## src/rtl/card_dealer_if.sv

```systemverilog
// Request/valid bundle between the card dealer and the hand logic that consumes its cards.
// The hand logic (master) raises draw_req/shuffle; the dealer (slave) presents dealt cards and deck status.
interface card_dealer_if;
    logic       draw_req;
    logic       shuffle;
    logic       card_valid;
    logic [5:0] card_index;
    logic [3:0] card_rank;
    logic [1:0] card_suit;
    logic [3:0] card_value;
    logic       card_is_ace;
    logic [5:0] cards_left;
    logic       deck_empty;
    logic       busy;

    modport master (
        output draw_req, shuffle,
        input  card_valid, card_index, card_rank, card_suit, card_value,
               card_is_ace, cards_left, deck_empty, busy
    );

    modport slave (
        input  draw_req, shuffle,
        output card_valid, card_index, card_rank, card_suit, card_value,
               card_is_ace, cards_left, deck_empty, busy
    );
endinterface

```

## src/rtl/card_dealer.sv

```systemverilog
// Deals cards from a single 52-card deck without replacement, picking a random start slot from a
// free-running Galois LFSR and probing forward to the next undealt slot.
module card_dealer #(
    parameter logic [15:0] SEED = 16'hACE1
) (
    input  logic         clk_200Hz,
    input  logic         rst_n,
    card_dealer_if.slave bus
);

    localparam logic [15:0] SEED_EFF  = (SEED == 16'h0000) ? 16'h0001 : SEED;
    localparam logic [5:0]  DECK_SIZE = 6'd52;

    typedef enum logic [0:0] {
        IDLE = 1'b0,
        SCAN = 1'b1
    } state_t;

    function automatic logic [15:0] lfsr_step(input logic [15:0] v);
        return {1'b0, v[15:1]} ^ (v[0] ? 16'hB400 : 16'h0000);
    endfunction

    // Returns {suit, rank} for a deck slot; slots are laid out suit-major, 13 ranks per suit.
    function automatic logic [5:0] split_card(input logic [5:0] idx);
        logic [1:0] s;
        logic [3:0] r;
        if (idx >= 6'd39) begin
            s = 2'd3;
            r = 4'(idx - 6'd39);
        end else if (idx >= 6'd26) begin
            s = 2'd2;
            r = 4'(idx - 6'd26);
        end else if (idx >= 6'd13) begin
            s = 2'd1;
            r = 4'(idx - 6'd13);
        end else begin
            s = 2'd0;
            r = idx[3:0];
        end
        return {s, r};
    endfunction

    function automatic logic [3:0] value_of(input logic [3:0] rank);
        logic [3:0] v;
        if (rank == 4'd0) begin
            v = 4'd11;
        end else if (rank >= 4'd9) begin
            v = 4'd10;
        end else begin
            v = rank + 4'd1;
        end
        return v;
    endfunction

    state_t      state_r, state_next;
    logic [15:0] lfsr_r;
    logic [51:0] mask_r, mask_next;
    logic [5:0]  ptr_r, ptr_next;
    logic [5:0]  cards_left_r, left_next;
    logic        deck_empty_r;
    logic        busy_r;
    logic        card_valid_r, valid_next;
    logic [5:0]  card_index_r, index_next;
    logic [3:0]  card_rank_r, rank_next;
    logic [1:0]  card_suit_r, suit_next;
    logic [3:0]  card_value_r, value_next;
    logic        card_is_ace_r, ace_next;
    logic [5:0]  cand_s;
    logic [5:0]  split_s;

    // Fold the 6-bit LFSR slice into 0..51 and decode the slot under the probe pointer.
    always_comb begin
        cand_s  = (lfsr_r[5:0] >= DECK_SIZE) ? (lfsr_r[5:0] - DECK_SIZE) : lfsr_r[5:0];
        split_s = split_card(ptr_r);
    end

    // State register.
    always_ff @(posedge clk_200Hz or negedge rst_n) begin
        if (!rst_n) begin
            state_r <= IDLE;
        end else begin
            state_r <= state_next;
        end
    end

    // Next-state logic; shuffle overrides everything else in both states.
    always_comb begin
        state_next = state_r;
        case (state_r)
            IDLE: begin
                if (bus.shuffle) begin
                    state_next = IDLE;
                end else if (bus.draw_req && (cards_left_r != 6'd0)) begin
                    state_next = SCAN;
                end else begin
                    state_next = IDLE;
                end
            end
            SCAN: begin
                if (bus.shuffle) begin
                    state_next = IDLE;
                end else if (!mask_r[ptr_r]) begin
                    state_next = IDLE;
                end else begin
                    state_next = SCAN;
                end
            end
            default: state_next = IDLE;
        endcase
    end

    // Datapath/output next values: probe pointer, dealt mask, counters and the dealt card fields.
    always_comb begin
        mask_next  = mask_r;
        left_next  = cards_left_r;
        ptr_next   = ptr_r;
        valid_next = 1'b0;
        index_next = card_index_r;
        rank_next  = card_rank_r;
        suit_next  = card_suit_r;
        value_next = card_value_r;
        ace_next   = card_is_ace_r;
        case (state_r)
            IDLE: begin
                if (bus.shuffle) begin
                    mask_next = '0;
                    left_next = DECK_SIZE;
                end else if (bus.draw_req && (cards_left_r != 6'd0)) begin
                    ptr_next = cand_s;
                end else begin
                    ptr_next = ptr_r;
                end
            end
            SCAN: begin
                if (bus.shuffle) begin
                    mask_next = '0;
                    left_next = DECK_SIZE;
                end else if (!mask_r[ptr_r]) begin
                    mask_next[ptr_r] = 1'b1;
                    left_next  = cards_left_r - 6'd1;
                    valid_next = 1'b1;
                    index_next = ptr_r;
                    suit_next  = split_s[5:4];
                    rank_next  = split_s[3:0];
                    value_next = value_of(split_s[3:0]);
                    ace_next   = (split_s[3:0] == 4'd0);
                end else begin
                    ptr_next = (ptr_r == 6'd51) ? 6'd0 : (ptr_r + 6'd1);
                end
            end
            default: begin
                mask_next = '0;
                left_next = DECK_SIZE;
            end
        endcase
    end

    // Datapath registers; the LFSR advances every cycle independent of the FSM.
    always_ff @(posedge clk_200Hz or negedge rst_n) begin
        if (!rst_n) begin
            lfsr_r        <= SEED_EFF;
            mask_r        <= '0;
            ptr_r         <= 6'd0;
            cards_left_r  <= DECK_SIZE;
            deck_empty_r  <= 1'b0;
            busy_r        <= 1'b0;
            card_valid_r  <= 1'b0;
            card_index_r  <= 6'd0;
            card_rank_r   <= 4'd0;
            card_suit_r   <= 2'd0;
            card_value_r  <= 4'd0;
            card_is_ace_r <= 1'b0;
        end else begin
            lfsr_r        <= lfsr_step(lfsr_r);
            mask_r        <= mask_next;
            ptr_r         <= ptr_next;
            cards_left_r  <= left_next;
            deck_empty_r  <= (left_next == 6'd0);
            busy_r        <= (state_next != IDLE);
            card_valid_r  <= valid_next;
            card_index_r  <= index_next;
            card_rank_r   <= rank_next;
            card_suit_r   <= suit_next;
            card_value_r  <= value_next;
            card_is_ace_r <= ace_next;
        end
    end

    assign bus.card_valid  = card_valid_r;
    assign bus.card_index  = card_index_r;
    assign bus.card_rank   = card_rank_r;
    assign bus.card_suit   = card_suit_r;
    assign bus.card_value  = card_value_r;
    assign bus.card_is_ace = card_is_ace_r;
    assign bus.cards_left  = cards_left_r;
    assign bus.deck_empty  = deck_empty_r;
    assign bus.busy        = busy_r;

endmodule

```

## src/flat_wrapper.sv

```systemverilog
// flat-port wrapper written by rule: the top's interface ports become plain ports
module card_dealer_flat 
#(
    parameter logic [15:0] SEED = 16'hACE1
)
  (clk_200Hz, rst_n, bus_draw_req, bus_shuffle, bus_card_valid, bus_card_index, bus_card_rank, bus_card_suit, bus_card_value, bus_card_is_ace, bus_cards_left, bus_deck_empty, bus_busy);
  card_dealer_if bus_i ();
  input  logic clk_200Hz;
  input  logic rst_n;
  input wire logic [$bits(bus_i.draw_req)-1:0] bus_draw_req;
  input wire logic [$bits(bus_i.shuffle)-1:0] bus_shuffle;
  output wire logic [$bits(bus_i.card_valid)-1:0] bus_card_valid;
  output wire logic [$bits(bus_i.card_index)-1:0] bus_card_index;
  output wire logic [$bits(bus_i.card_rank)-1:0] bus_card_rank;
  output wire logic [$bits(bus_i.card_suit)-1:0] bus_card_suit;
  output wire logic [$bits(bus_i.card_value)-1:0] bus_card_value;
  output wire logic [$bits(bus_i.card_is_ace)-1:0] bus_card_is_ace;
  output wire logic [$bits(bus_i.cards_left)-1:0] bus_cards_left;
  output wire logic [$bits(bus_i.deck_empty)-1:0] bus_deck_empty;
  output wire logic [$bits(bus_i.busy)-1:0] bus_busy;
  assign bus_i.draw_req = bus_draw_req;
  assign bus_i.shuffle = bus_shuffle;
  assign bus_card_valid = bus_i.card_valid;
  assign bus_card_index = bus_i.card_index;
  assign bus_card_rank = bus_i.card_rank;
  assign bus_card_suit = bus_i.card_suit;
  assign bus_card_value = bus_i.card_value;
  assign bus_card_is_ace = bus_i.card_is_ace;
  assign bus_cards_left = bus_i.cards_left;
  assign bus_deck_empty = bus_i.deck_empty;
  assign bus_busy = bus_i.busy;
  card_dealer #(.SEED(SEED)) u_core (.clk_200Hz(clk_200Hz), .rst_n(rst_n), .bus(bus_i));
endmodule
```

## config.mk

```make
export PLATFORM = sky130hd
export DESIGN_NAME = card_dealer_flat
export DESIGN_NICKNAME = d
export VERILOG_FILES = /design/src/rtl/card_dealer_if.sv /design/src/rtl/card_dealer.sv /design/src/flat_wrapper.sv
export SDC_FILE = /design/constraint.sdc
export NUM_CORES = 1
export LEC_CHECK = 0
export BUFFER_PORTS_ARGS = -buffer_cell sky130_fd_sc_hd__buf_2
export CAP_MARGIN = 10
export CORE_MARGIN = 3
export CORE_UTILIZATION = 30
export DETAILED_ROUTE_END_ITERATION = 16
export PLACE_DENSITY = 0.45
export REMOVE_ABC_BUFFERS = 1
export SLEW_MARGIN = 20
export SYNTH_ARGS = -nofsm -noshare
export SYNTH_HDL_FRONTEND = slang
export SYNTH_SLANG_ARGS = --single-unit
```

## constraint.sdc

```tcl
create_clock -name clk_200Hz -period 9.35 [get_ports clk_200Hz]
set_input_delay 0 -clock clk_200Hz [delete_from_list [all_inputs] [get_ports clk_200Hz]]
set_output_delay 0 -clock clk_200Hz [all_outputs]
set_load 0.02 [all_outputs]
```

==> run summary, run 1 <==
run status -> finished, final reports clean
Die W -> 137 um
pwr dens -> 214 nW/um^2
Fin. Hold Viols -> 0
DRT iter0 DRCs -> 348
crit start category -> register
CP max-delay cell -> dfrtp_1
layout cells sized above 1 -> 18.3%
Max VDD drop -> 0.127 mV
Post-synth EDFFs -> 0
drt via density -> 5.26
Final Power -> 1220 uW
First-pass DRT Iterations -> 4
num rows -> 47
unrepaired setup endpoints after global routing -> no
Max Root-Sink Buffers -> 2
core area -> 16800 um^2
Max-slew headroom -> 42.1%
Antenna Violating Nets Remaining -> 0
vias in the first global route -> 3862
GRT overflow -> 0
CTS tree -> built
Period minus WS final -> 3.92 ns
Setup CP Type -> register to register
register bit total from synthesis -> 100
Netlist cell types -> 63
Critical R2R Launch -> u_core.ptr_r[2]
CTS clk-pin slew, worst paths -> 0.07 ns
ys async rst share -> 100%
RD Place Congestion -> 0.816
maxcap violations -> 0
LEAKAGE -> 0.00244 uW
TNS Setup -> 0 ns
worst hold path type -> input pin to async pin
post-CTS resize count -> 0
# setup viols final -> 0
H-Tree Depth -> 3
Yosys warnings -> 0
CP required -> 9.59 ns
clk sinks -> 100
chip height -> 137 um
CP cell instances -> inv_1, ha_1, nor2b_1, o311a_1, or2_4, o32ai_1, a22o_1, inv_1, ha_1, and2_1, mux2_2, o22a_1
Worst Clk Skew -> 0.00623 ns
Initial Utilization -> 30.9%
commonest non-fill, non-tap cell in the layout -> dfrtp_1
Least-Margin Pin Slew -> 0.866 ns
fillers -> 1701
Routed WL -> 13200 um
Main synth FF type -> dfrtp_1
Syn-to-layout area delta -> 10.3%
DRC errors left -> 0
I/O pin cnt -> 30
most frequent cells in the layout -> 89 x dfrtp_1, 74 x nor2_1, 31 x a31oi_1
global-route wire length before repair -> 21500 um
worst-skew pair later-pin latency -> 0.35 ns
vias after detailed routing -> 3801
peak per-stage delay on the critical path -> 0.73 ns
final-report max-slew violation count -> 0
Tot GR Track Use -> 14.7%
initial antenna violation count -> 0
PortBufs -> 29
largest area contributor in the netlist -> dfrtp_1
sequential area share after synthesis -> 48.5%
ranking of synthesized cells by area -> dfrtp_1 43%, mux2i_1 5.8%, dfstp_2 5.6%
CTS root buffer -> clkbuf_16
Die ar. -> 18900 um^2
CP Capture Type -> register
Num CTS Buffers -> 9
Final nets -> 516
synthesized area per cell -> 10.6 um^2
Cells after Synth -> 489
crit-path max FO -> 19
# diodes -> 0
Max Freq -> 0.255 GHz
cell area after synthesis -> 5190 um^2
crit path DAT -> 4.16 ns
hpwl dp -> 8750 um
Worst Setup SP -> u_core.ptr_r[2]
pin count of the biggest net entering global routing -> 60
routed wire length per instance -> 18.3 um
area share of the largest cell type after synthesis -> 42.9%
Tcrit/Tclk final -> 41.9%
[state kept, by name, summed over array words and instances, names as in the netlist]
| name | cells |
|---|---|
| u_core.ptr_r | 6 |
| u_core.bus.deck_empty | 1 |
| u_core.bus.cards_left | 6 |
| u_core.state_r | 1 |
| u_core.bus.card_value | 4 |
| u_core.bus.card_valid | 1 |
| u_core.bus.card_suit | 2 |
| u_core.mask_r | 52 |
| u_core.bus.card_is_ace | 1 |
| u_core.lfsr_r | 16 |
| u_core.bus.card_index | 6 |
| u_core.bus.card_rank | 4 |
[area by class of cell]
| cell class | count | area (um^2) | area share, % |
|---|---|---|---|
| Sequential cell | 100 | 2520 | 44.0 |
| Multi-Input combinational cell | 332 | 2380 | 41.5 |
| Tap cell | 220 | 275 | 4.81 |
| Clock buffer | 11 | 243 | 4.24 |
| Timing Repair Buffer | 37 | 210 | 3.67 |
| Inverter | 17 | 63.8 | 1.12 |
| Clock inverter | 5 | 36.3 | 0.634 |
[timing repair]
item                       4_1_cts  5_1_grt
hold endpoints to repair        40        0
setup endpoints to repair        0        0
hold buffers                     1        0
buffers inserted                 0        0
[worst max-delay path: cells and delay by family, from the launching register on]
| kind | cells | cell delay, ns |
|---|---|---|
| AND/OR/NAND/NOR | 3 | 0.74 |
| multiplexers | 1 | 0.27 |
| flip-flops | 1 | 0.73 |
| AO/OA/AOI/OAI | 4 | 1.09 |
| adder cells (fa/ha/maj) | 2 | 0.61 |
| buffers and inverters | 2 | 0.36 |
[cells in the mapped netlist (2+ instances only)]
library cell	n
a22o_1	4
clkbuf_1	16
a41oi_1	17
and3_1	3
nand3_1	6
mux2i_1	30
xnor2_1	4
nor3b_2	2
clkbuf_2	2
nor4_4	2
or4_1	3
a41o_1	3
nand3b_1	4
inv_1	15
nand4_1	2
o31ai_1	7
nor2_1	74
a211oi_1	3
o211ai_1	2
a21oi_1	13
and2_1	8
a22oi_1	13
nor4_2	2
nand2_1	18
dfrtp_1	89
o22a_1	2
mux2_2	12
nand2b_1	4
o21ai_0	11
nor2b_1	11
buf_2	9
buf_6	7
buf_4	5
dfstp_2	11
xor2_1	3
ha_1	15
a31oi_1	31
[worst paths after layout]
path | depth (start not counted) | slack [ns] | to
max | 12 | 5.43 | u_core.bus.card_value[1]
min | 2 | 0.19 | u_core.mask_r[17]
max reg2reg | 12 | 5.43 | u_core.bus.card_value[1]
min reg2reg | 0 | 0.36 | u_core.lfsr_r[5]
max in group asynchronous | 3 | 8.01 | u_core.lfsr_r[8]
min in group clk_200Hz | 3 | 0.26 | u_core.mask_r[4]
[through the flow]
step           setup WS (ns)  hold slack (ns)  area, um^2  util (%)  cells
3_3_place_gp            5.61           0.0459        5430      32.4    705
3_5_place_dp            5.49           0.0437        5430      32.4    705
2_1_floorplan           5.34           -0.296        4950         -    449
5_1_grt                 5.13            0.257        5720      34.1    722
4_1_cts                 5.45            0.209        5720      34.1    722
6_report                5.43            0.189        5720      34.1    722
[cell families (layout without fill, tap and decap cells)]
family	after synthesis	count (layout)	share of synthesized area, %
fa+ha+maj	15	15	3.62
flops	100	100	48.5
buf+inv	57	70	5.77
simple gates	149	149	15.3
compound gates	117	117	16.5
xor+xnor	8	8	1.50
mux	43	43	8.83
[layer usage]
metal | track usage, % | vias to the layer above | share of wire (%) | routed length (um)
met1 | 20.4 | 1930 | 48 | 6330
met2 | 22.8 | 68 | 47 | 6200
li1 | - | 1787 | - | -
met4 | 4.16 | 0 | 1.6 | 206
met3 | 3.76 | 16 | 3.8 | 498
met5 | 0 | - | 0 | 0
[where the power goes]
part / switching [uW] / internal, uW
clock network: 167 / 189
registers: 22.9 / 466
logic: 247 / 132
total: 437 / 786
Power figures use the tool's default switching activity.
==> run 2, diff against run 1 <==
PLACE_DENSITY = 0.47   (was 0.45)
clock period = 3.5 ns   (was 9.35 ns; I/O delays follow)
==> run 2 against run 1 <==
Effect of this change:
- cell count is 1.9% higher
- die area unchanged
- non-clock buffer count grew 14
- combinational power rose to 2.8 times the previous value
- sequential share of layout area down 1.4 points
- utilization grew 1.1 points
- final area is 3.2% higher
- clock skew grew 0.0064 ns
- largest power group unchanged
- global-route usage rose by 0.38 points
- first-iteration DRC count down 15%
- register-to-register slack worse by 4.9 ns
- routed wire length up 0.39%
==> run summary, run 2 (synthesis results as in run 1) <==
commonest non-fill, non-tap cell in the layout -> dfrtp_1
DRC errors left -> 0
Max VDD drop -> 0.230 mV
buffers and inverters on the worst path -> 2
final-report max-slew violation count -> 0
most frequent cells in the layout -> 89 x dfrtp_1, 74 x nor2_1, 31 x a31oi_1
layout cells sized above 1 -> 20.7%
CP Capture Type -> register
R2R Setup Slk -> 0.50 ns
CTS tree -> built
LEAKAGE -> 0.00254 uW
CTS root buffer -> clkbuf_16
Die ar. -> 18900 um^2
busiest grt layer -> met2
Setup CP Type -> register to register
# setup viols final -> 0
run status -> finished, final reports clean
Initial Utilization -> 30.9%
Net Sw Frac -> 34.9%
number of flip-flops in the largest register -> 52
critical path depth in cells -> 12
Final nets -> 530
Num CTS Buffers -> 9
Max Root-Sink Buffers -> 2
met3 Use GR -> 3.25%
crit start category -> register
Antenna Violating Nets Remaining -> 0
Placed Area -> 5560 um^2
post-CTS resize count -> 0
Hold Slack -> 0.0590 ns
# diodes -> 0
Critical R2R Launch -> u_core.ptr_r[2]
RR Endpoint -> u_core.bus.card_value[1]
final setup margin -> 0.495 ns
Setup Buffers After CTS -> 0
crit-path max FO -> 5
RD Place Congestion -> 0.781
CP required -> 3.74 ns
biggest regs -> u_core.mask_r x52, u_core.lfsr_r x16
PortBufs -> 29
Tcrit/Tclk final -> 85.9%
Comb pwr share -> 30.5%
Syn-to-layout area delta -> 13.8%
initial antenna violation count -> 0
GRT met1 Usage -> 21.7%
core area -> 16800 um^2
Final Power -> 3490 uW
Worst Clk Skew -> 0.0126 ns
Worst Setup SP -> u_core.ptr_r[2]
met2 usage -> 22.2%
Period minus WS final -> 3.00 ns
internal power -> 2270 uW
peak per-stage delay on the critical path -> 0.36 ns
global-route wire length before repair -> 22100 um
clk sinks -> 100
vias in the first global route -> 3924
unrepaired setup endpoints after global routing -> no
cells on worst reg2reg path -> 12
chip height -> 137 um
Max-slew headroom -> 40.9%
worst hold path type -> input pin to register
DRT iter0 DRCs -> 295
Tot GR Track Use -> 15.1%
Routed WL -> 13300 um
First-pass DRT Iterations -> 5
maxcap violations -> 0
num rows -> 47
CP cell instances -> inv_1, ha_1, nor2b_1, o311a_1, or2_4, o32ai_1, a22o_1, inv_1, ha_1, nand3b_1, mux2_2, o22a_1
Die W -> 137 um
Hold-fix buffers, CTS -> 1
crit path DAT -> 3.25 ns
DP Worst Slack -> 0.516 ns
register share of total power -> 37.6%
crit-path leading delay family -> compound AO/OA/AOI/OAI gates
vias after detailed routing -> 3890
I/O pin cnt -> 30
fillers -> 1716
Psw -> 1220 uW
Least-Margin Pin Slew -> 0.887 ns
CP max-delay cell -> o311a_1
drt via density -> 5.29
Max Freq -> 0.333 GHz
worst-skew pair later-pin latency -> 0.35 ns
pwr dens -> 590 nW/um^2
pin count of the biggest net entering global routing -> 69
Clk network pwr share -> 32.0%
CTS clk-pin slew, worst paths -> 0.08 ns
Final Cell Area -> 5900 um^2
Top reg by flops -> u_core.mask_r
Worst Setup EP -> u_core.bus.card_value[1]
hpwl dp -> 8810 um
H-Tree Depth -> 3
Fin. Hold Viols -> 0
GRT overflow -> 0
routed wire length per instance -> 18.1 um
[run 2: changes by cell type in the layout (fill, tap and decap cells not counted), sizes merged]
cell / before / now
clkinvlp: 0 / 2
clkinv: 5 / 1
clkbuf: 11 / 9
buf: 36 / 50
inv: 17 / 19
bufinv: 0 / 2
[run 2: layout make-up]
type                       instances  area [um^2]  area share [%]
inverter                          17         63.8            1.08
clock inverter                     7          106            1.80
sequential                       100         2520            42.6
timing repair buffer              51          340            5.76
clock buffer                       9          225            3.81
multi-input combinational        332         2380            40.3
tap                              220          275            4.66
[run 2: per-stage QoR]
| step | util, % | TNS (ns) | std cells |
|---|---|---|---|
| after floorplan | - | -20.99 | 449 |
| after global placement | 33.2 | 0 | 719 |
| after detailed placement | 33.2 | 0 | 719 |
| after CTS | 35.2 | 0 | 736 |
| after global routing | 35.2 | 0 | 736 |
| final | 35.2 | 0 | 736 |
[run 2: worst reg2reg max path, delay by kind of cell (launching register included)]
family,cells,cell delay (ns)
adder cells (fa/ha/maj),2,0.42
buffers and inverters,2,0.21
AND/OR/NAND/NOR,3,0.59
multiplexers,1,0.29
flip-flops,1,0.35
AO/OA/AOI/OAI,4,1.03
[run 2: worst min path at each step]
stage / endpoint / depth (start not counted) / start
6_report: u_core.mask_r[39] / 2 / bus_shuffle
5_1_grt: u_core.mask_r[39] / 2 / bus_shuffle
4_1_cts: u_core.mask_r[7] / 2 / bus_shuffle
3_5_place_dp: u_core.mask_r[44] / 1 / rst_n
3_3_place_gp: u_core.mask_r[44] / 1 / rst_n
2_1_floorplan: u_core.bus.card_index[0] / 0 / rst_n
[run 2: power groups by stage]
| stage | logic, uW | clock network [uW] | registers [uW] |
|---|---|---|---|
| 6_report | 1060 | 1110 | 1310 |
| 2_1_floorplan | 534 | 0 | 1470 |
| 3_5_place_dp | 1060 | 0 | 1330 |
| 4_1_cts | 1070 | 1150 | 1310 |
| 5_1_grt | 1170 | 1200 | 1330 |
| 3_3_place_gp | 1060 | 0 | 1330 |
[run 2: per-layer routing]
layer  wire length, um  part of all wire (%)  vias to the layer above
li1                  -                     -                     1797
met1              6410                    48                     1984
met2              6040                    45                       98
met3               623                   4.7                       11
met4               221                   1.7                        0
met5                 0                     0                        -
==> run 3, diff against run 2 <==
PLACE_DENSITY = 0.45   (was 0.47)
clock period = 3.6 ns   (was 3.5 ns; I/O delays follow)
==> run 3 against run 2 <==
Effect of this change:
- die area is the same
- clock skew down 0.0011 ns
- largest power group unchanged
- critical path type unchanged
- highest routed layer unchanged
- register-to-register slack got worse by 0.20 ns
- non-clock buffer count decreased by 4
- largest cell class unchanged
- global-route usage about the same
- maximum frequency shrank 9.1%
==> run summary, run 3 (synthesis results as in run 1) <==
R2R Setup Slk -> 0.29 ns
# setup viols final -> 0
unrepaired setup endpoints after global routing -> no
placed cell count -> 715
Num CTS Buffers -> 9
H-Tree Depth -> 3
CTS tree -> built
Syn-to-layout area delta -> 12.5%
vias after detailed routing -> 3850
First-pass DRT Iterations -> 5
Period minus WS final -> 3.31 ns
crit path DAT -> 3.55 ns
Tot GR Track Use -> 15.1%
pwr dens -> 562 nW/um^2
global-route wire length before repair -> 22100 um
Die W -> 137 um
crit start category -> register
chip height -> 137 um
DRC errors left -> 0
clk sinks -> 100
Critical R2R Launch -> u_core.ptr_r[2]
Storage cell area -> 2520 um^2
biggest regs -> u_core.mask_r x52, u_core.lfsr_r x16
Max VDD drop -> 0.259 mV
GRT overflow -> 0
Routed WL -> 13500 um
RR Endpoint -> u_core.bus.card_value[1]
Max Root-Sink Buffers -> 2
Hold-fix buffers, CTS -> 1
TNS Setup -> 0 ns
layout cells sized above 1 -> 20.1%
Worst Setup SP -> u_core.ptr_r[2]
commonest non-fill, non-tap cell in the layout -> dfrtp_1
Initial Utilization -> 30.9%
critical path depth in cells -> 12
core area -> 16800 um^2
fillers -> 1713
Least-Margin Pin Slew -> 0.871 ns
Max-slew headroom -> 41.8%
final setup margin -> 0.294 ns
Die ar. -> 18900 um^2
Max Freq -> 0.302 GHz
peak per-stage delay on the critical path -> 0.71 ns
number of flip-flops in the largest register -> 52
CTS root buffer -> clkbuf_16
vias in the first global route -> 3936
Final nets -> 526
Worst Clk Skew -> 0.0115 ns
drt via density -> 5.26
fin cells -> 732
num rows -> 47
DP Worst Slack -> 0.325 ns
multi-input logic area -> 2380 um^2
Final Power -> 3280 uW
Tcrit/Tclk final -> 91.8%
Hold Slack -> 0.142 ns
Top reg by flops -> u_core.mask_r
CTS clk-pin slew, worst paths -> 0.07 ns
Fin. Hold Viols -> 0
RD Place Congestion -> 0.802
CP cell instances -> inv_1, ha_1, nor2b_1, o311a_1, or2_4, o32ai_1, a22o_1, inv_1, ha_1, nand3b_1, mux2_2, o22a_1
final-report max-slew violation count -> 0
DRT iter0 DRCs -> 241
hpwl dp -> 8850 um
Setup Buffers After CTS -> 0
cells on worst reg2reg path -> 12
worst hold path type -> input pin to register
pin count of the biggest net entering global routing -> 85
crit-path max FO -> 9
Setup CP Type -> register to register
worst-skew pair later-pin latency -> 0.35 ns
crit-path leading delay family -> simple AND/OR/NAND/NOR gates
post-CTS resize count -> 0
LEAKAGE -> 0.00250 uW
routed wire length per instance -> 18.4 um
run status -> finished, final reports clean
CP required -> 3.84 ns
buffers and inverters on the worst path -> 2
Antenna Violating Nets Remaining -> 0
most frequent cells in the layout -> 89 x dfrtp_1, 74 x nor2_1, 31 x a31oi_1
# diodes -> 0
I/O pin cnt -> 30
PortBufs -> 29
Worst Setup EP -> u_core.bus.card_value[1]
CP max-delay cell -> nor2b_1
initial antenna violation count -> 0
maxcap violations -> 0
CP Capture Type -> register
## run 3: worst min path at each step
stage                start                        to  slack [ns]  cells past startpoint
2_1_floorplan        rst_n  u_core.bus.card_index[0]       -0.30                      0
3_3_place_gp         rst_n         u_core.mask_r[24]        0.27                      1
3_5_place_dp         rst_n         u_core.mask_r[24]        0.28                      1
4_1_cts        bus_shuffle         u_core.mask_r[40]        0.14                      2
5_1_grt        bus_shuffle          u_core.mask_r[8]        0.17                      2
6_report       bus_shuffle         u_core.mask_r[24]        0.14                      2
## run 3: power breakdown
group	total [uW]	internal (uW)	switching, uW
clock	997	557	440
sequential	1280	1210	67.6
combinational	1010	356	652
## run 3: layout make-up
type                       instances  share of cell area (%)
sequential                       100                    43.1
multi-input combinational        332                    40.7
timing repair buffer              47                    5.17
tap                              220                    4.72
clock buffer                      10                    4.09
clock inverter                     6                    1.09
inverter                          17                    1.09
## run 3: per-stage QoR
| step | utilization, % | instance area [um^2] |
|---|---|---|
| floorplan | - | 4950 |
| global placement | 32.9 | 5520 |
| detailed placement | 32.9 | 5520 |
| CTS | 34.8 | 5830 |
| global route | 34.8 | 5840 |
| finish | 34.8 | 5840 |
## run 3: metal layers
layer  global-route usage (%)  routed length (um)  up-vias
li1                         -                   -     1801
met1                     21.3                6430     1950
met2                     23.6                6300       89
met3                     3.21                 643       10
met4                     3.94                 131        0
met5                        0                   0        -
## run 3: worst reg2reg max path, cell delays in order, from the launching register on
cell and delay, ns:
dfrtp_1 0.38, inv_1 0.17, ha_1 0.21, nor2b_1 0.71, o311a_1 0.30, or2_4 0.17
o32ai_1 0.09, a22o_1 0.29, inv_1 0.12, ha_1 0.20, nand3b_1 0.10, mux2_2 0.29
o22a_1 0.17
